### src/rtl/load_store_unit.sv
// load_store_unit: RV32I byte/half/word loads and stores over a word-only RAM port, with read-modify-write for sub-word stores.
// Optional LSU_ERR_EN: flag misaligned/illegal requests on resp_err instead of normalising them.
module load_store_unit #(
  parameter int ADDR_WIDTH = 32
) (
  input  logic                  clk,
  input  logic                  rst_n,
  input  logic                  req_valid,
  output logic                  req_ready,
  input  logic                  req_store,
  input  logic [2:0]            req_funct3,
  input  logic [ADDR_WIDTH-1:0] req_addr,
  input  logic [31:0]           req_wdata,
  output logic                  resp_valid,
  input  logic                  resp_ready,
  output logic [31:0]           resp_rdata,
`ifdef LSU_ERR_EN
  output logic                  resp_err,
`endif
  output logic                  mem_read,
  output logic                  mem_write,
  output logic [ADDR_WIDTH-1:0] mem_address,
  output logic [31:0]           mem_write_data,
  input  logic [31:0]           mem_read_data
);
  typedef enum logic [2:0] {IDLE, ISSUE, WAIT, WRITE, RESP} state_t;
  state_t state_q, state_d;
  logic store_q, store_d;
  logic [2:0] funct3_q, funct3_d;
  logic [1:0] lane_q, lane_d;
  logic [15:0] wdata_q, wdata_d;
  logic mem_read_q, mem_read_d, mem_write_q, mem_write_d;
  logic [ADDR_WIDTH-1:0] mem_address_q, mem_address_d;
  logic [31:0] mem_write_data_q, mem_write_data_d, rdata_q, rdata_d;
  logic resp_valid_q, resp_valid_d;
  logic legal, bad, sw;
  logic [2:0] f3;
  logic [ADDR_WIDTH-1:0] addr;
  logic [7:0] rd_byte;
  logic [15:0] rd_half;
  logic [31:0] merged, loaded;
`ifdef LSU_ERR_EN
  logic err_q, err_d;
`endif

  // Classify the incoming request; without error reporting, illegal codes fall back to word access and addresses snap to natural alignment
  always_comb begin
    legal = req_store ? (req_funct3 <= 3'd2) : (req_funct3 != 3'd3 && req_funct3 <= 3'd5);
`ifdef LSU_ERR_EN
    f3 = req_funct3;
    addr = req_addr;
    bad = !legal || (f3[1:0] == 2'd1 && req_addr[0]) || (f3[1:0] == 2'd2 && req_addr[1:0] != 2'd0);
`else
    f3 = legal ? req_funct3 : 3'b010;
    addr = {req_addr[ADDR_WIDTH-1:2], f3[1] ? 2'b00 : {req_addr[1], req_addr[0] & ~f3[0]}};
    bad = 1'b0;
`endif
    sw = req_store && f3[1];
  end

  // Lane extraction and extension for loads, lane merge for sub-word stores
  always_comb begin
    rd_byte = mem_read_data[{lane_q, 3'b000} +: 8];
    rd_half = lane_q[1] ? mem_read_data[31:16] : mem_read_data[15:0];
    merged = mem_read_data;
    if (funct3_q[0]) merged[{lane_q[1], 4'b0000} +: 16] = wdata_q;
    else merged[{lane_q, 3'b000} +: 8] = wdata_q[7:0];
    loaded = funct3_q[1] ? mem_read_data :
             funct3_q[0] ? {{16{~funct3_q[2] & rd_half[15]}}, rd_half} :
                           {{24{~funct3_q[2] & rd_byte[7]}}, rd_byte};
  end

  // Next-state and next-output logic; RAM strobes are registered so they are asserted while in ISSUE/WRITE
  always_comb begin
    state_d = state_q;
    store_d = store_q;
    funct3_d = funct3_q;
    lane_d = lane_q;
    wdata_d = wdata_q;
    mem_read_d = 1'b0;
    mem_write_d = 1'b0;
    mem_address_d = mem_address_q;
    mem_write_data_d = mem_write_data_q;
    rdata_d = rdata_q;
    resp_valid_d = resp_valid_q;
`ifdef LSU_ERR_EN
    err_d = err_q;
`endif
    case (state_q)
      IDLE: if (req_valid) begin
        store_d = req_store;
        funct3_d = f3;
        lane_d = addr[1:0];
        wdata_d = req_wdata[15:0];
        rdata_d = '0;
`ifdef LSU_ERR_EN
        err_d = bad;
`endif
        state_d = bad ? RESP : ISSUE;
        resp_valid_d = bad;
        if (!bad) begin
          mem_address_d = {addr[ADDR_WIDTH-1:2], 2'b00};
          mem_write_data_d = req_wdata;
          mem_write_d = sw;
          mem_read_d = !sw;
        end
      end
      ISSUE: begin
        state_d = (store_q && funct3_q[1]) ? RESP : WAIT;
        resp_valid_d = store_q && funct3_q[1];
      end
      WAIT: begin
        state_d = store_q ? WRITE : RESP;
        resp_valid_d = !store_q;
        mem_write_d = store_q;
        mem_write_data_d = store_q ? merged : mem_write_data_q;
        rdata_d = store_q ? '0 : loaded;
      end
      WRITE: begin
        state_d = RESP;
        resp_valid_d = 1'b1;
      end
      RESP: if (resp_ready) begin
        state_d = IDLE;
        resp_valid_d = 1'b0;
      end
      default: state_d = IDLE;
    endcase
  end

  // State and output registers; reset clears strobes at once so an interrupted WRITE never reaches the RAM
  always_ff @(posedge clk or negedge rst_n) begin
    if (!rst_n) begin
      state_q <= IDLE;
      store_q <= 1'b0;
      funct3_q <= '0;
      lane_q <= '0;
      wdata_q <= '0;
      mem_read_q <= 1'b0;
      mem_write_q <= 1'b0;
      mem_address_q <= '0;
      mem_write_data_q <= '0;
      rdata_q <= '0;
      resp_valid_q <= 1'b0;
`ifdef LSU_ERR_EN
      err_q <= 1'b0;
`endif
    end else begin
      state_q <= state_d;
      store_q <= store_d;
      funct3_q <= funct3_d;
      lane_q <= lane_d;
      wdata_q <= wdata_d;
      mem_read_q <= mem_read_d;
      mem_write_q <= mem_write_d;
      mem_address_q <= mem_address_d;
      mem_write_data_q <= mem_write_data_d;
      rdata_q <= rdata_d;
      resp_valid_q <= resp_valid_d;
`ifdef LSU_ERR_EN
      err_q <= err_d;
`endif
    end
  end

  assign req_ready = rst_n && state_q == IDLE;
  assign resp_valid = resp_valid_q;
  assign resp_rdata = rdata_q;
  assign mem_read = mem_read_q;
  assign mem_write = mem_write_q;
  assign mem_address = mem_address_q;
  assign mem_write_data = mem_write_data_q;
`ifdef LSU_ERR_EN
  assign resp_err = err_q;
`endif
endmodule

### config.mk
export PLATFORM = sky130hd
export DESIGN_NAME = load_store_unit
export DESIGN_NICKNAME = d
export VERILOG_FILES = /design/src/rtl/load_store_unit.sv
export SDC_FILE = /design/constraint.sdc
export NUM_CORES = 1
export LEC_CHECK = 0
export ABC_AREA = 1
export ABC_CLOCK_PERIOD_IN_PS = 2600
export CORE_MARGIN = 4
export CORE_UTILIZATION = 35
export CTS_BUF_LIST = sky130_fd_sc_hd__clkbuf_4
export CTS_CLUSTER_SIZE = 12
export DETAILED_ROUTE_END_ITERATION = 8
export SYNTH_ARGS = -nofsm -noshare
export SYNTH_HDL_FRONTEND = slang
export SYNTH_SLANG_ARGS = --single-unit
export TNS_END_PERCENT = 20
### constraint.sdc
create_clock -name clk -period 2.6 [get_ports clk]
set_input_delay 0.52 -clock clk [delete_from_list [all_inputs] [get_ports clk]]
set_output_delay 0.52 -clock clk [all_outputs]
set_load 0.005 [all_outputs]
== After elaboration in Yosys (flattened, before gate mapping) ==
Cells that the tools add are included.

* Input port bits: 104
* Register bits: 122
* Output and inout port bits: 100
* Word-level logic and storage cells: 74

* Eq/ne operators: 8
* Multiplexer cells: 27
* Shifts and indexed selects: 5
* Reductions and logical operators: 14
* $add $sub $neg: 2
* Bitwise gates (word level): 5
* $lt $le $gt $ge: 2

{| class="wikitable"
|+ Operator list
! kind !! number
|-
| 32-bit two-way mux || 7
|-
| 32-bit one-hot mux with 2 select lines || 2
|-
| 32-bit bitwise mux || 2
|-
| 16-bit by 7-bit variable shift with 32-bit output (first input constant) || 1
|-
| 8-bit by 7-bit variable shift with 32-bit output (first input constant) || 1
|-
| 16-bit by 7-bit variable part select with 32-bit output || 1
|-
| 32-bit by 6-bit variable part select with 8-bit output || 1
|-
| 8-bit by 7-bit variable part select with 32-bit output || 1
|-
| 16-bit two-way mux || 1
|-
| 3-bit two-way mux || 5
|-
| 3-bit one-hot mux with 5 select lines || 1
|-
| 5-bit negator with 7-bit output || 2
|-
| 3-bit by 2-bit == test with 1-bit output (second input constant) || 2
|-
| 1-bit two-way mux || 6
|-
| 2-bit != test (second input constant) || 3
|-
| 2-bit AND reduction || 3
|-
| 3-bit AND reduction || 2
|-
| 1-bit one-hot mux with 5 select lines || 1
|-
| 5-bit nonzero test || 1
|-
| 1-bit logical AND || 4
|-
| 1-bit AND || 3
|-
| 3-bit by 1-bit == test with 1-bit output (second input constant) || 1
|-
| 3-bit == test (second input constant) || 1
|-
| 3-bit by 2-bit <= comparator with 1-bit output (second input constant) || 1
|-
| 8 further kinds || 10
|}

== Depth between registers and ports, before layout ==
* Depth in word-level cells: 8
* Mapped depth: 12

== Worst setup path after synthesis ==
Ideal clock, no wire load.

* Path type: register to register
* Start point: register lane_q[1]
* End point: register mem_write_data_q[0], in the netlist mem_write_data[0]
* Path slack: 0.704 ns
* Clock period less this slack: 1.896 ns
* Arrival: 1.831 ns
* Path buffers: 2
* Required time: 2.535 ns
* Library setup time: 0.065 ns
* Stages on the path, launching flop included: 12
* Cell sequence: dfrtp_1 > inv_1 > buf_2 > buf_2 > ha_1 > nor2_1 > nand4_1 > nand2_1 > nand2_1 > nand2_1 > nand2_1 > nand2_1

* Word-level cells in the longest chain between the ends: 6
* Elaborated cells between the ends (all ways): 11
* Classes of those cells: add/sub: 2; shift: 4; mux: 5

{| class="wikitable"
|+ RTL lines
! item !! line !! RTL
|-
| from (decl) || 30 || <nowiki>logic [1:0] lane_q, lane_d;</nowiki>
|-
| from (signal assigned) || 152 || <nowiki>lane_q <= lane_d;</nowiki>
|-
| 5-bit negator with 7-bit output, on equally long branches || 66, 67 ||
|-
| 16-bit by 7-bit variable part select with 32-bit output, or another cell as far along || 66 || <nowiki>if (funct3_q[0]) merged[{lane_q[1], 4'b0000} +: 16] = wdata_q;</nowiki>
|-
| 32-bit bitwise mux, on equally long branches || 66, 67 ||
|-
| 32-bit two-way mux (*) || 66 ||
|-
| 32-bit two-way mux (*) || 116 || <nowiki>mem_write_data_d = store_q ? merged : mem_write_data_q;</nowiki>
|-
| 32-bit one-hot mux with 2 select lines (*) || 89 || <nowiki>case (state_q)</nowiki>
|-
| to (signal assigned) || 157 || <nowiki>mem_write_data_q <= mem_write_data_d;</nowiki>
|-
| to (decl) || 34 || <nowiki>logic [31:0] mem_write_data_q, mem_write_data_d, rdata_q, rdata_d;</nowiki>
|}

Mark *: on every way between the ends. The rest lies on a longest branch, timed or not. The select of a mux whose other input is x is not followed.
A chain may end at the register's enable or synchronous reset.

== Worst setup path after layout ==
* Start point: register state_q[0]
* End point: output port req_ready

* Word-level cells in the longest chain between the ends: 2

{| class="wikitable"
|+ RTL lines
! item !! line !! RTL
|-
| from (decl) || 27 || <nowiki>state_t state_q, state_d;</nowiki>
|-
| from (signal assigned) || 149 || <nowiki>state_q <= state_d;</nowiki>
|-
| 3-bit zero test || 166 || <nowiki>assign req_ready = rst_n && state_q == IDLE;</nowiki>
|-
| 1-bit logical AND || 166 ||
|-
| to (decl) || 9 || <nowiki>output logic req_ready,</nowiki>
|}

No other way between the ends.

==> impl_metrics.yaml <==
route:
  routed_via_density: 4.81
  route.vias.total: 7133
  dr.pass1.iters: 5
  remaining_drc_errors: 0
  drt_wl_total_microns: 23300
  detail_route.iter0.violations: 538
  detail-route-antenna-nets: 0
  routedWlPerCell_microns: 15.7
cts:
  cts-hold-fix-buffers: 0
  tritoncts_clock_tree: "yes"
  worst_skew_pair.late_latency_ns: 0.56
  clock_sink_count: 122
  cts_inserted_buffers: 17
  cts.clk_slew.worst_paths_ns: 0.13
  cts_htree_levels: 4
  cts.root.buffer_cell: "sky130_fd_sc_hd__clkbuf_4"
  max-clock-path-buffers: 2
timing:
  setup_viol: 0
  fin_worst_hold_slack_ns: -0.0477
  fmaxAchievable_mhz: 411
  worst_slew_pin_tran_ns: 0.804
  maxSlewHeadroom_pct: 46.4
  slew_violations: 0
  finClkSkew_ns: 0.0206
  period_share_pct: 93.5
  period_minus_slack_ns: 2.43
  final_hold_vio_count: 15
global_route:
  antenna_found_initial: 1
  fraction_of_met1_tracks_used_by_global_routing_pct: 29.5
  global_route.overflow_total: 0
  grt_pass1_wl_microns: 37400
  grt.met2_usage_pct: 31.5
  grt_pass1_vias: 6912
  largest_net_degree_at_the_start_of_global_routing: 123
  busiest_layer: "met2"
  grtUsageTotal_pct: 21.1
  met3_capacity_usage_during_global_routing_pct: 7.07
place:
  place.detailed.instances: 1445
  dp_hpwl_microns: 17100
  port-buffer-count: 201
  standard_cell_area_after_detailed_placement_sq_um: 9260
  place.gp.congestion: 0.873
power:
  leakage_power_summed_over_all_cells_nw: 4.61
  p_total_mw: 10.5
  vdd_drop_max_v: 0.000629
  p_per_area_nw_per_um2: 1090
worst_setup_path:
  r2r_setup_slack_ns: 0.46
  crit_fanout: 5
  ff2ff_path_depth: 8
  timing_worst_setup_path_type: "reg -> out"
  timing.critical_path.to_type: "output port"
  worst_r2r_startpoint: "lane_q[0]"
  r2r_end: "mem_write_data[18]"
  worstSetupStartpointType: "flop"
  cp_data_arrival_time_ns: 1.91
  cp_data_required_time_ns: 2.08
final_layout:
  multi_input_comb_area_sq_um: 3430
  finalNonFillerCells: 1482
  final_net_count: 1312
  layout_overhead_on_the_synthesized_area_pct: 35.2
  sequential_cell_area_sq_um: 3060
  drive_gt1_share_pct: 6.99
  design_area_sq_um: 9600
  fillerInstances: 2010
floorplan:
  dieHeight_microns: 150
  die_area_sq_um: 22600
  num_rows: 51
  die_w_microns: 150
  core_footprint_sq_um: 19700
  start_util_pct: 36.0
  io_pins: 204
logic_synthesis:
  synth_simple_gate_area_share_pct: 35.8
  ys_warn_count: 0
  muxShareOfSynthArea_pct: 0
  post-synth-top-count-cell: "sky130_fd_sc_hd__nand2_1"
  netlist_area_sq_um: 7100
  yosys.area.top_type_share_pct: 43.0
  postSynthRegisterBits: 122
  postSynth.asyncResetShare_pct: 100
  synthDistinctLibCells: 32
  ys_seq_area_share_pct: 43.0
  synth_edf_count: 0
  synthDominantAreaCellType: "sky130_fd_sc_hd__dfrtp_1"
  netlist_top_cells_count: "sky130_fd_sc_hd__nand2_1 (423), sky130_fd_sc_hd__dfrtp_1 (122), sky130_fd_sc_hd__nor2_1 (94)"
  synth-xor-area-share_pct: 0
  synth-compound-area-share_pct: 11.4
  synthTopCellsByArea: "sky130_fd_sc_hd__dfrtp_1 (43%), sky130_fd_sc_hd__nand2_1 (22%), sky130_fd_sc_hd__nor2_1 (5.0%)"
  synth_adder_area_share_pct: 0.881
  postSynthAreaPerCell_sq_um: 6.98
  synth_top_family_by_area: "simple AND/OR/NAND/NOR gates"
  mapped_cells: 1017
  postSynth.topFlopCell: "sky130_fd_sc_hd__dfrtp_1"
outcome:
  status: "finished, violations left"
  failed_checks: "hold timing"
flow_run:
  maxCapViolations: 0
min_path:
  worst_hold_path_type: "in -> async"
==> stage by stage <==
step / utilization, % / setup TNS (ns) / worst slack (ns) / hold slack, ns
6_report: 48.7 / 0 / 0.168 / -0.0477
5_1_grt: 48.7 / -0.00133 / -0.00133 / 0.0961
4_1_cts: 48.5 / 0 / 0.0277 / 0.0779
3_5_place_dp: 47.0 / 0 / 0.492 / 0.465
3_3_place_gp: 47.0 / 0 / 0.490 / 0.462
2_1_floorplan: - / 0 / 0.704 / 0.224
==> power by group <==
group          internal (mW)  switching (mW)  total, mW
registers               2.74           0.631       3.37
logic                   2.52            3.12       5.64
clock network          0.681           0.818       1.50
total                   5.94            4.57       10.5
==> how the worst max path moves through the flow <==
stage | start | end | slack [ns] | cells past startpoint
floorplan | lane_q[1] | mem_write_data[0] | 0.70 | 11
global placement | lane_q[0] | mem_write_data[18] | 0.49 | 8
detailed placement | req_valid | mem_address[19] | 0.49 | 6
CTS | state_q[1] | req_ready | 0.03 | 4
global route | state_q[0] | req_ready | -0.001 | 4
finish | state_q[0] | req_ready | 0.17 | 4
==> flip-flops by register name, indices dropped and copies added, names as in the netlist <==
signal and flops:
store_q 1, state_q 3, resp_rdata 32, lane_q 2, funct3_q 3, mem_read 1
resp_valid 1, mem_write 1, wdata_q 16, mem_address 30, mem_write_data 32
==> worst max-delay path, cell delays in order, from the launching register on <==
cell and delay [ns]:
sky130_fd_sc_hd__dfrtp_2 0.48, sky130_fd_sc_hd__nor2_4 0.17, sky130_fd_sc_hd__nand2_1 0.08, sky130_fd_sc_hd__nor2_1 0.12, sky130_fd_sc_hd__clkdlybuf4s50_1 0.52
==> cells by family (layout without fill, tap and decap cells) <==
group	after synthesis	count (layout)
buffers and inverters	126	324
adders and majority gates	5	5
AOI/OAI and AO/OA	149	149
and+or+nand+nor	614	614
other	1	3
DFF	122	122
==> timing repair <==
action	4_1_cts	5_1_grt
buffers inserted	0	4
setup endpoints to repair	0	1
gates resized for setup	0	3
==> cell usage in the layout (no fill, tap or decap), drive strengths merged <==
cell / count
nand2: 427
clkdlybuf4s50: 200
dfrtp: 122
nor2: 98
a21oi: 74
nand3: 72
inv: 69
o21ai: 61
buf: 24
clkbuf: 18
nand4: 17
o211ai: 8
clkinv: 6
ha: 5
clkinvlp: 4
bufinv: 3
o21a: 2
conb: 2
o31ai: 2
diode: 1
o22ai: 1
o211a: 1
==> layout make-up <==
cell class / count / area share [%]
Inverter: 68 / 2.66
Tap cell: 265 / 3.45
Sequential cell: 122 / 31.8
Timing Repair Buffer: 224 / 23.1
Antenna cell: 1 / 0.0261
Clock inverter: 14 / 1.78
Multi-Input combinational cell: 770 / 35.7
Clock buffer: 18 / 1.41
==> per-layer routing <==
layer | wire length, microns | share of wire [%]
met3 | 2300 | 9.9
met5 | 0 | 0
met1 | 10800 | 46
met4 | 234 | 1.0
met2 | 10000 | 43
No activity file was read; power rests on OpenSTA's default activity.
